===== config.mk =====
export PLATFORM = sky130hd
export DESIGN_NAME = clk_div_bank
export DESIGN_NICKNAME = d
export VERILOG_FILES = /design/src/rtl/clk_div_bank.sv
export SDC_FILE = /design/constraint.sdc
export NUM_CORES = 1
export LEC_CHECK = 0
export ABC_AREA = 0
export CAP_MARGIN = 15
export CORE_MARGIN = 3
export CORE_UTILIZATION = 63
export DETAILED_ROUTE_END_ITERATION = 12
export GPL_TIMING_DRIVEN = 0
export PLACE_DENSITY = 0.87
export SLEW_MARGIN = 20
export SYNTH_ARGS = -nofsm -noshare
export SYNTH_HDL_FRONTEND = slang
export SYNTH_SLANG_ARGS = --single-unit

===== constraint.sdc =====
create_clock -name BUS_CLK -period 6.3 [get_ports BUS_CLK]
set_clock_uncertainty 0.1 [all_clocks]
set_input_delay 1.26 -clock BUS_CLK [delete_from_list [all_inputs] [get_ports BUS_CLK]]
set_output_delay 1.26 -clock BUS_CLK [all_outputs]
set_load 0.05 [all_outputs]

===== src/rtl/clk_div_bank.sv =====
// ---------------------------------------------------------------------------
// clk_div_bank
//
// Multi-channel clock-enable generator running on a DCM output clock.
// A lock-qualification sequencer (RESET -> WAIT_LOCK -> SETTLE -> RUN) keeps
// every channel output at 0 until the upstream DCM lock has been stable for
// LOCK_WAIT cycles. In RUN each channel produces a divided clock level and a
// one-cycle strobe with programmable ratio and phase. SYNC re-aligns all
// channels at run time.
//
// Ports
//   BUS_CLK    in   block clock
//   BUS_RST    in   synchronous, active-high reset
//   LOCKED_IN  in   DCM LOCKED, asynchronous (double-flop synchronised here)
//   DIV        in   per-channel divide ratio, channel i at [i*CNT_WIDTH +: CNT_WIDTH]
//   PHASE      in   per-channel phase offset in cycles, same packing as DIV
//   EN         in   per-channel enable
//   SYNC       in   one-cycle re-align pulse (acts one edge after it is sampled)
//   CLK_OUT    out  registered divided clock level per channel
//   STB        out  registered one-cycle strobe at each CLK_OUT period start
//   READY      out  high while the sequencer is in RUN
// ---------------------------------------------------------------------------
module clk_div_bank #(
    parameter int CHANNELS  = 4,
    parameter int CNT_WIDTH = 8,
    parameter int LOCK_WAIT = 16
) (
    input  logic                          BUS_CLK,
    input  logic                          BUS_RST,
    input  logic                          LOCKED_IN,
    input  logic [CHANNELS*CNT_WIDTH-1:0] DIV,
    input  logic [CHANNELS*CNT_WIDTH-1:0] PHASE,
    input  logic [CHANNELS-1:0]           EN,
    input  logic                          SYNC,
    output logic [CHANNELS-1:0]           CLK_OUT,
    output logic [CHANNELS-1:0]           STB,
    output logic                          READY
);

    typedef enum logic [1:0] {
        ST_RESET,
        ST_WAIT_LOCK,
        ST_SETTLE,
        ST_RUN
    } state_t;

    localparam int                    SETTLE_W    = (LOCK_WAIT > 1) ? $clog2(LOCK_WAIT) : 1;
    localparam logic [SETTLE_W-1:0]   SETTLE_LAST = SETTLE_W'(LOCK_WAIT - 1);
    localparam logic [SETTLE_W-1:0]   SETTLE_ONE  = SETTLE_W'(1);
    localparam logic [CNT_WIDTH-1:0]  CNT_ONE     = CNT_WIDTH'(1);
    localparam logic [CNT_WIDTH:0]    HALF_ONE    = (CNT_WIDTH + 1)'(1);

    // -----------------------------------------------------------------------
    // Lock synchroniser and sequencer
    // -----------------------------------------------------------------------
    logic                lock_meta_q, lock_meta_d;
    logic                lock_s_q,    lock_s_d;
    state_t              state_q,     state_d;
    logic [SETTLE_W-1:0] settle_cnt_q, settle_cnt_d;
    logic                sync_q,      sync_d;

    // Channel control shared by all channels.
    logic stay_run;   // in RUN now and still in RUN after this edge
    logic align_all;  // every channel reloads its align value on this edge

    always_comb begin
        // NOTE: every signal gets a default before the case so no path can
        // leave one unassigned and infer a latch.
        lock_meta_d  = LOCKED_IN;
        lock_s_d     = lock_meta_q;
        state_d      = state_q;
        settle_cnt_d = settle_cnt_q;

        case (state_q)
            ST_RESET: begin
                state_d = ST_WAIT_LOCK;
            end
            ST_WAIT_LOCK: begin
                if (lock_s_q) begin
                    state_d      = ST_SETTLE;
                    settle_cnt_d = '0;
                end
            end
            ST_SETTLE: begin
                if (!lock_s_q) begin
                    state_d = ST_WAIT_LOCK;
                end else if (settle_cnt_q == SETTLE_LAST) begin
                    state_d = ST_RUN;
                end else begin
                    settle_cnt_d = settle_cnt_q + SETTLE_ONE;
                end
            end
            ST_RUN: begin
                if (!lock_s_q) begin
                    state_d = ST_WAIT_LOCK;
                end
            end
            default: begin
                state_d = ST_RESET;
            end
        endcase

        // Loss of lock leaves RUN on this edge, so it also suppresses any
        // pending or new SYNC.
        stay_run  = (state_q == ST_RUN) && lock_s_q;
        align_all = ((state_q == ST_SETTLE) && (state_d == ST_RUN)) || (stay_run && sync_q);
        sync_d    = SYNC && stay_run;
    end

    // NOTE: sequential state is updated only with non-blocking assignments so
    // every flop samples the pre-edge value of every other flop.
    always_ff @(posedge BUS_CLK) begin
        if (BUS_RST) begin
            lock_meta_q  <= 1'b0;
            lock_s_q     <= 1'b0;
            state_q      <= ST_RESET;
            settle_cnt_q <= '0;
            sync_q       <= 1'b0;
        end else begin
            lock_meta_q  <= lock_meta_d;
            lock_s_q     <= lock_s_d;
            state_q      <= state_d;
            settle_cnt_q <= settle_cnt_d;
            sync_q       <= sync_d;
        end
    end

    assign READY = (state_q == ST_RUN);

    // -----------------------------------------------------------------------
    // Divider channels
    // -----------------------------------------------------------------------
    for (genvar g = 0; g < CHANNELS; g++) begin : g_ch
        logic [CNT_WIDTH-1:0] div_i;
        logic [CNT_WIDTH-1:0] phase_i;
        logic [CNT_WIDTH-1:0] align_val;
        logic [CNT_WIDTH:0]   half_ns;
        logic                 wrap;
        logic [CNT_WIDTH-1:0] cnt_q, cnt_d;
        logic [CNT_WIDTH-1:0] ns_q,  ns_d;
        logic                 clk_out_q, clk_out_d;
        logic                 stb_q,     stb_d;

        assign div_i   = DIV[g*CNT_WIDTH +: CNT_WIDTH];
        assign phase_i = PHASE[g*CNT_WIDTH +: CNT_WIDTH];

        // Starting at N-p puts the first zero p cycles after the align edge;
        // a phase of 0 or one not smaller than N behaves as phase 0.
        assign align_val = ((phase_i == '0) || (phase_i >= div_i)) ? '0 : (div_i - phase_i);

        // High phase is ceil(Ns/2); one extra bit keeps Ns+1 from overflowing.
        assign half_ns = ({1'b0, ns_q} + HALF_ONE) >> 1;

        // Ns of 0 or 1 wraps every cycle, which also lets a disabled (Ns=0)
        // channel pick up a new nonzero DIV without waiting for a SYNC.
        assign wrap = (ns_q <= CNT_ONE) || (cnt_q == (ns_q - CNT_ONE));

        always_comb begin
            cnt_d     = cnt_q;
            ns_d      = ns_q;
            clk_out_d = 1'b0;
            stb_d     = 1'b0;

            // A disabled channel sits at its align value so that channels
            // re-enabled on the same edge start out mutually aligned.
            if (align_all || (stay_run && !EN[g])) begin
                ns_d  = div_i;
                cnt_d = align_val;
            end else if (stay_run) begin
                if (wrap) begin
                    // Ratio changes only take effect at a period boundary.
                    cnt_d = '0;
                    ns_d  = div_i;
                end else begin
                    cnt_d = cnt_q + CNT_ONE;
                end
            end

            if (stay_run && EN[g] && (ns_q != '0)) begin
                stb_d     = (cnt_q == '0);
                clk_out_d = ({1'b0, cnt_q} < half_ns);
            end
        end

        always_ff @(posedge BUS_CLK) begin
            if (BUS_RST) begin
                cnt_q     <= '0;
                ns_q      <= '0;
                clk_out_q <= 1'b0;
                stb_q     <= 1'b0;
            end else begin
                cnt_q     <= cnt_d;
                ns_q      <= ns_d;
                clk_out_q <= clk_out_d;
                stb_q     <= stb_d;
            end
        end

        assign CLK_OUT[g] = clk_out_q;
        assign STB[g]     = stb_q;
    end

endmodule


## After elaboration in Yosys (flattened, before gate mapping)

Index checks and enable logic that the tools add are counted.
Widths: inputs -> output; s select.

| operators by class | value |
|---|---|
| add/subtract/negate cells | 17 |
| $lt $le $gt $ge | 12 |
| equality and inequality tests | 12 |
| multiplexer cells | 37 |
| bitwise operators | 4 |
| reduce and logical (&&, ||, !) cells | 64 |

Operators with widths:

| cell | count |
|---|---|
| $mux 8 | 28 |
| $logic_not 8->1 | 8 |
| $add 8x1->9 const B | 4 |
| $add 8x1->8 const B | 4 |
| $eq 8x8->1 | 4 |
| $ge 8x8->1 | 4 |
| $le 8x1->1 const B | 4 |
| $lt 8x8->1 | 4 |
| $reduce_bool 8->1 | 4 |
| $sub 8x1->8 const B | 4 |
| $sub 8x8->8 | 4 |
| $reduce_bool 2->1 | 9 |
| $logic_and 1x1->1 | 16 |
| $logic_or 1x1->1 | 13 |
| $mux 4 | 3 |
| $mux 2 | 4 |
| $pmux 2 s4 | 1 |
| $pmux 4 s2 | 1 |
| $reduce_and 2->1 | 4 |
| $reduce_or 2->1 | 4 |
| $eq 2x2->1 const B | 3 |
| $ne 2x2->1 const B | 3 |
| $add 4x1->4 const B | 1 |
| $eq 4x4->1 const B | 1 |
| other kinds (5) | 11 |

| storage, ports and cells | value |
|---|---|
| flip-flop bits (word level) | 81 |
| input bits | 72 |
| output and inout port bits | 9 |
| word-level logic and storage cells | 167 |

## Longest topological paths before layout

Gate-level depths: netlist (run 1).

| logic depth | value |
|---|---|
| word-level depth | 10 |
| gate-level depth with buffers | 11 |
| gate-level depth less buffers | 11 |

## Least setup slack after synthesis (run 1)

OpenSTA, ideal clock, no wires.

| timing | value |
|---|---|
| kind | in2reg |
| start | input port DIV[8] |
| end | register g_ch[1].cnt_q[3] |
| setup time | 132 ps |
| arrival | 3,069 ps |
| required time | 6,068 ps |
| path slack | 2,999 ps |
| stages | 11 |
| path buffers | 0 |
| cells stage by stage | inv_1 > ha_1 > inv_1 > fa_1 > a21o_1 > a21oi_1 > o21bai_1 > a21oi_1 > a211oi_1 > a221oi_1 > nor3_1 |

| on the way | value |
|---|---|
| word-level cells in the longest chain between the ends | 4 |
| elaborated cells on any way between the ends | 5 |
| classes of those cells | 1 x add/sub; 1 x order compare; 2 x mux; 1 x reduce/logical |

Ends and longest elaborated chain:

| element | line | RTL |
|---|---|---|
| start, declared | 31 | `input logic [CHANNELS*CNT_WIDTH-1:0] DIV,` |
| $ge 8x8->1 | 149 | `assign align_val = ((phase_i == '0) \|\| (phase_i >= div_i)) ? '0 : (div_i - phase_i);` |
| $logic_or 1x1->1 | 149 |  |
| $mux 8 (*) | 149 |  |
| $mux 8 (*) | 166 | `if (align_all \|\| (stay_run && !EN[g])) begin` |
| end signal, assigned | 192 | `cnt_q <= cnt_d;` |
| end, declared | 139 | `logic [CNT_WIDTH-1:0] cnt_q, cnt_d;` |

Every way passes the cells marked *; elsewhere a longest branch is shown, timed or not.
A chain may end at the register's enable or synchronous reset.

## Final worst setup path (run 1)

| timing | value |
|---|---|
| start | input port DIV[8] |
| end | register g_ch[1].cnt_q[6] |

Same word-level chain as after synthesis.

==> results.sh, run 1 <==
export IMPL_finalCritPeriodShare_pct=61.5
export IMPL_cts_buffer_depth=2
export IMPL_async_flop_share_pct=0
export IMPL_grt_pass1_wl_um=32600
export IMPL_wl_per_cell_um=16.5
export IMPL_synth_warnings=0
export IMPL_finalInstanceArea_mm2=0.00892
export IMPL_cts_hold_buf=0
export IMPL_drc=0
export IMPL_cts_buffers=9
export IMPL_hp_class="reg -> reg"
export IMPL_multi_input_comb_area_mm2=0.00545
export IMPL_avgViaCountPerCell=6.11
export IMPL_syn2layout_area_growth_pct=16.7
export IMPL_die_h_um=116
export IMPL_yosysSeqAreaShare_pct=21.2
export IMPL_wirelength_um=20000
export IMPL_maxCapViolations=0
export IMPL_critical_path_class="in -> reg"
export IMPL_netlist_area_mm2=0.00765
export IMPL_yosysTopAreaCell="dfxtp_1"
export IMPL_htreeDepth=3
export IMPL_clock_sinks=81
export IMPL_rsz0062_at_grt="false"
export IMPL_synth_area_leaders="dfxtp_1, ha_1, xnor2_1"
export IMPL_powerDensity_mw_per_mm2=144
export IMPL_grt_total_usage_pct=29.8
export IMPL_syn_area_per_cell_um2=7.87
export IMPL_drt_initial_drc_count=641
export IMPL_core_area_mm2=0.0117
export IMPL_grt_max_degree=13
export IMPL_hp_start="lock_meta_q$_SDFF_PP0_"
export IMPL_startpoint="DIV[8]"
export IMPL_grt_ovfl_total=0
export IMPL_slew_violations=0
export IMPL_initial_core_util_pct=65.6
export IMPL_antenna_cells=0
export IMPL_cp_required_ns=6.45
export IMPL_place_congestion=0.937
export IMPL_worst_pin_slew_ns=0.989
export IMPL_worstSetupEndpointType="register"
export IMPL_fmax_mhz=258
export IMPL_first_pass_iters=5
export IMPL_nNetsFinal=1223
export IMPL_cts_root_buf="clkbuf_16"
export IMPL_arrival_ns=4.03
export IMPL_synth_cell_types=71
export IMPL_dpl_cell_area_mm2=0.00863
export IMPL_grt_pass1_vias=6848
export IMPL_timing_rr_end="g_ch[1].cnt_q[6]$_SDFFE_PP0P_"
export IMPL_via_count=7393
export IMPL_post_cts_buffers=0
export IMPL_cts_tree="done"
export IMPL_cts_resized=0
export IMPL_synth_most_common_cell="nor2_1"
export IMPL_yosys_most_used_dff="dfxtp_1"
export IMPL_rrSetupSlack_ns=3.02
export IMPL_whs_path_depth=1
export IMPL_regArea_mm2=0.00162
export IMPL_finalSetupViolations=0
export IMPL_cts_clk_slew_worst_paths_ns=0.06
export IMPL_yosys_top_cells_count="nor2_1, ha_1, dfxtp_1"
export IMPL_layout_drive_gt1_share_pct=5.16
export IMPL_status="complete, no violations"
export IMPL_hold_end="lock_s_q$_SDFF_PP0_"
export IMPL_tns_ns=0
export IMPL_synth_edf_count=0
export IMPL_insertion_delay_ns=0.35
export IMPL_num_fill_cells=904
export IMPL_antenna_found_initial=0
export IMPL_synth_seq_cells=81
export IMPL_place_detailed_hpwl_um=15100
export IMPL_ioPinCount=81
export IMPL_row_count=39
export IMPL_die_area_mm2=0.0135
export IMPL_hold_viol=0
export IMPL_r2r_cells=11
export IMPL_ant_nets=0
export IMPL_io_buffers=80
export IMPL_die_w_um=116
export IMPL_synth_fp_nets=1132
export IMPL_synthCells=971
export IMPL_critPathMaxFanout=8
export IMPL_p_leak_nw=3.78
export IMPL_start_kind="primary input"
export IMPL_max_slew_margin_rel_pct=33.6
export IMPL_fin_crit_ns=3.88
export IMPL_synth_top_area_share_pct=21.2
export IMPL_rr_startpoint="g_ch[1].ns_q[0]$_SDFFE_PP0P_"
export IMPL_vdd_ir_drop_max_uv=129
==> metrics by stage <==
| stage | total power, mW | hold WS, ns | std cells | setup WS [ns] | util (%) |
|---|---|---|---|---|---|
| after floorplan | 0.655 | 0.314 | 971 | 3.00 | - |
| after global placement | 0.740 | 0.318 | 1194 | 2.22 | 74.0 |
| after detailed placement | 0.744 | 0.325 | 1194 | 2.15 | 74.0 |
| after CTS | 1.28 | 0.340 | 1209 | 2.47 | 76.5 |
| after global routing | 1.33 | 0.355 | 1209 | 2.20 | 76.5 |
| final | 1.28 | 0.338 | 1209 | 2.42 | 76.5 |
==> per-layer routing <==
layer | vias to the layer above | track usage [%] | share of wire (%)
li1 | 3631 | - | -
met1 | 3449 | 39.2 | 44
met2 | 274 | 50.4 | 48
met3 | 39 | 4.92 | 6.1
met4 | 0 | 9.05 | 1.7
met5 | - | 0 | 0
==> area by class of cell <==
type | count | area share, %
multi-input combinational | 751 | 61.0
sequential | 81 | 18.2
timing repair buffer | 80 | 8.97
buffer | 64 | 3.34
inverter | 75 | 3.16
clock buffer | 12 | 2.87
tap | 143 | 2.01
clock inverter | 3 | 0.449
==> registers in the layout (all words and copies together), names as in the netlist <==
register        flops
settle_cnt_q        4
g_ch.cnt_q         32
lock_meta_q         1
state_q             2
g_ch.ns_q          32
lock_s_q            1
g_ch.clk_out_q      4
sync_q              1
g_ch.stb_q          4
==> worst max-delay path: stages <==
cell and delay (ns):
clkdlybuf4s50_1 0.48, inv_1 0.06, ha_1 0.21, inv_1 0.07, fa_1 0.20, a21o_1 0.12
a21oi_1 0.09, o21bai_1 0.15, a21oi_1 0.11, a211oi_1 0.81, a221oi_1 0.17, nor3_1 0.29
==> how the worst max path moves through the flow <==
stage | end | depth (start not counted)
4_1_cts | g_ch[1].cnt_q[6]$_SDFFE_PP0P_ | 12
5_1_grt | g_ch[1].cnt_q[6]$_SDFFE_PP0P_ | 12
3_3_place_gp | g_ch[0].cnt_q[4]$_SDFFE_PP0P_ | 12
2_1_floorplan | g_ch[1].cnt_q[3]$_SDFFE_PP0P_ | 11
3_5_place_dp | g_ch[1].cnt_q[1]$_SDFFE_PP0P_ | 12
6_report | g_ch[1].cnt_q[6]$_SDFFE_PP0P_ | 12
==> cells by family after synthesis <==
family | count (synthesis) | share of synthesized area (%)
multiplexers | 38 | 4.97
adder cells (fa/ha/maj) | 89 | 15.0
AO/OA/AOI/OAI | 203 | 19.2
buffers and inverters | 139 | 7.58
flip-flops | 81 | 21.2
AND/OR/NAND/NOR | 328 | 21.5
XOR/XNOR | 93 | 10.7
==> cell usage in the layout, fill, tap and decap left out, drive strengths merged, types with 14 or more instances in the layout <==
master / count
xnor2: 51
xor2: 42
nand3: 38
nand4: 14
dfxtp: 81
a21o: 22
nor3: 32
clkdlybuf4s50: 80
ha: 85
nand2: 63
nor4: 16
and3: 15
clkbuf: 54
o21ai: 34
a211oi: 19
inv: 75
buf: 22
mux2i: 38
nor2: 94
a21oi: 42
==> power breakdown <==
part	leakage (nW)	total (mW)	switching, mW	internal [mW]
combinational	2.97	0.222	0.115	0.107
clock	0.148	0.545	0.220	0.326
sequential	0.653	0.516	0.00217	0.514
Power figures use the tool's default switching activity.
==> inputs of run 2 (changes only) <==
- CORE_UTILIZATION: 63 -> 53
- PLACE_DENSITY: 0.87 -> 0.78
- clock period: 6.3 -> 3.4 ns (I/O delays scaled with it)
==> run 2 against run 1 <==
Compared with the run above:
- hold slack improved by 0.023 ns
- sequential share of layout area decreased by 0.12 points
- critical endpoint is now g_ch[0].cnt_q[4]$_SDFFE_PP0P_
- worst setup slack worse by 2.2 ns
- core utilization shrank 12 points
- sequential power grew 85%
- wire length down 2.8%
==> results.sh, run 2 (synthesis results as in run 1) <==
export IMPL_status="complete, no violations"
export IMPL_ant_nets=0
export IMPL_cts_clk_slew_worst_paths_ns=0.06
export IMPL_fin_crit_ns=3.21
export IMPL_cts_root_buf="clkbuf_16"
export IMPL_grt_max_degree=13
export IMPL_drt_initial_drc_count=681
export IMPL_worstPathCellList="clkdlybuf4s50_1, inv_1, ha_1, inv_1, fa_1, a211oi_1, o21ai_0, o211ai_1, a211oi_2, o211ai_1, a311o_1, a21oi_1"
export IMPL_wirelength_um=19400
export IMPL_initial_core_util_pct=54.7
export IMPL_grt_ovfl_total=0
export IMPL_p_leak_nw=3.78
export IMPL_worst_pin_slew_ns=0.978
export IMPL_grt_total_usage_pct=24.4
export IMPL_grt_pass1_wl_um=32500
export IMPL_layout_common_cells="nor2_1, ha_1, dfxtp_1, clkdlybuf4s50_1, inv_1"
export IMPL_insertion_delay_ns=0.35
export IMPL_rsz0062_at_grt="false"
export IMPL_arrival_ns=3.38
export IMPL_critical_path_class="in -> reg"
export IMPL_layout_drive_gt1_share_pct=5.72
export IMPL_post_cts_buffers=0
export IMPL_finalSetupViolations=0
export IMPL_powerDensity_mw_per_mm2=257
export IMPL_drc=0
export IMPL_slowest_stage="a211oi_2"
export IMPL_die_h_um=126
export IMPL_avgViaCountPerCell=5.78
export IMPL_via_count=7208
export IMPL_htreeDepth=3
export IMPL_fin_util_pct=64.2
export IMPL_die_w_um=126
export IMPL_cts_buffers=9
export IMPL_hp_class="reg -> reg"
export IMPL_first_pass_iters=6
export IMPL_clock_sinks=81
export IMPL_critical_path_max_stage_delay_ns=0.55
export IMPL_cts_tree="done"
export IMPL_die_area_mm2=0.0159
export IMPL_slew_violations=0
export IMPL_fin_cells=1246
export IMPL_dp_cells=1231
export IMPL_crit_family="compound AO/OA/AOI/OAI gates"
export IMPL_finalCritPeriodShare_pct=94.3
export IMPL_worst_path_buf_inv=3
export IMPL_row_count=43
export IMPL_num_fill_cells=1263
export IMPL_place_congestion=0.907
export IMPL_start_kind="primary input"
export IMPL_core_area_mm2=0.0140
export IMPL_critPathMaxFanout=8
export IMPL_vdd_ir_drop_max_uv=276
export IMPL_io_buffers=80
export IMPL_reg_top3="g_ch.cnt_q (32), g_ch.ns_q (32)"
export IMPL_wl_per_cell_um=15.6
export IMPL_hold_viol=0
export IMPL_place_detailed_hpwl_um=14900
export IMPL_cts_buffer_depth=2
export IMPL_antenna_found_initial=0
export IMPL_max_slew_margin_rel_pct=34.3
export IMPL_grt_pass1_vias=6919
export IMPL_cp_required_ns=3.57
export IMPL_syn2layout_area_growth_pct=17.4
export IMPL_fmax_mhz=312
export IMPL_final_common_cell="nor2_1"
export IMPL_ioPinCount=81
export IMPL_maxCapViolations=0
export IMPL_nNetsFinal=1223
export IMPL_worstSetupEndpointType="register"
export IMPL_antenna_cells=0
==> run 2: layout make-up <==
cell class | count | area (µm²) | area share [%]
tap | 180 | 225 | 2.51
sequential | 81 | 1620 | 18.1
timing repair buffer | 80 | 801 | 8.92
clock buffer | 13 | 270 | 3.01
inverter | 75 | 282 | 3.14
buffer | 64 | 303 | 3.37
multi-input combinational | 751 | 5470 | 60.9
clock inverter | 2 | 12.5 | 0.139
==> run 2: power by group <==
group | internal (mW) | switching (mW) | total (mW)
clock | 0.550 | 0.395 | 0.945
sequential | 0.952 | 0.00426 | 0.956
combinational | 0.199 | 0.211 | 0.410
total | 1.70 | 0.611 | 2.31
==> run 2: metal layers <==
layer	routed length, µm	vias up	global-route usage [%]
li1	-	3631	-
met1	8860	3330	31.6
met2	8960	206	41.3
met3	1020	41	3.05
met4	549	0	9.40
met5	0	-	0
==> run 2: worst paths after layout <==
check | start | endpoint | slack [ns] | cells after the start
max reg2reg | g_ch[2].ns_q[0]$_SDFFE_PP0P_ | g_ch[2].cnt_q[7]$_SDFFE_PP0P_ | 0.34 | 11
min | lock_meta_q$_SDFF_PP0_ | lock_s_q$_SDFF_PP0_ | 0.36 | 1
min reg2reg | lock_meta_q$_SDFF_PP0_ | lock_s_q$_SDFF_PP0_ | 0.36 | 1
max | DIV[0] | g_ch[0].cnt_q[4]$_SDFFE_PP0P_ | 0.19 | 12
==> run 2: worst reg2reg max path: stages, from the launching register on <==
cell       delay [ns]
dfxtp_1          0.36
clkbuf_2         0.24
inv_1            0.09
ha_1             0.19
clkbuf_1         0.20
o21bai_1         0.21
a211oi_1         0.25
a211oi_1         0.12
a2111oi_4        0.57
nor2_2           0.18
a221oi_1         0.32
nor3_1           0.09
==> run 2: per-stage QoR <==
step / instance area [µm²] / setup WS (ns) / total power, mW / hold slack [ns] / TNS, ns
6_report: 8980 / 0.192 / 2.31 / 0.361 / 0
5_1_grt: 8980 / 0.0326 / 2.40 / 0.365 / 0
4_1_cts: 8950 / 0.0888 / 2.32 / 0.365 / 0
3_5_place_dp: 8670 / -0.202 / 1.38 / 0.361 / -1.47
3_3_place_gp: 8670 / -0.129 / 1.38 / 0.320 / -0.763
2_1_floorplan: 7650 / 0.599 / 1.21 / 0.314 / 0
==> run 2: repair_timing <==
item,in CTS,in global routing
gates resized for setup,0,12
setup endpoints to repair,0,27
hold buffers,0,0
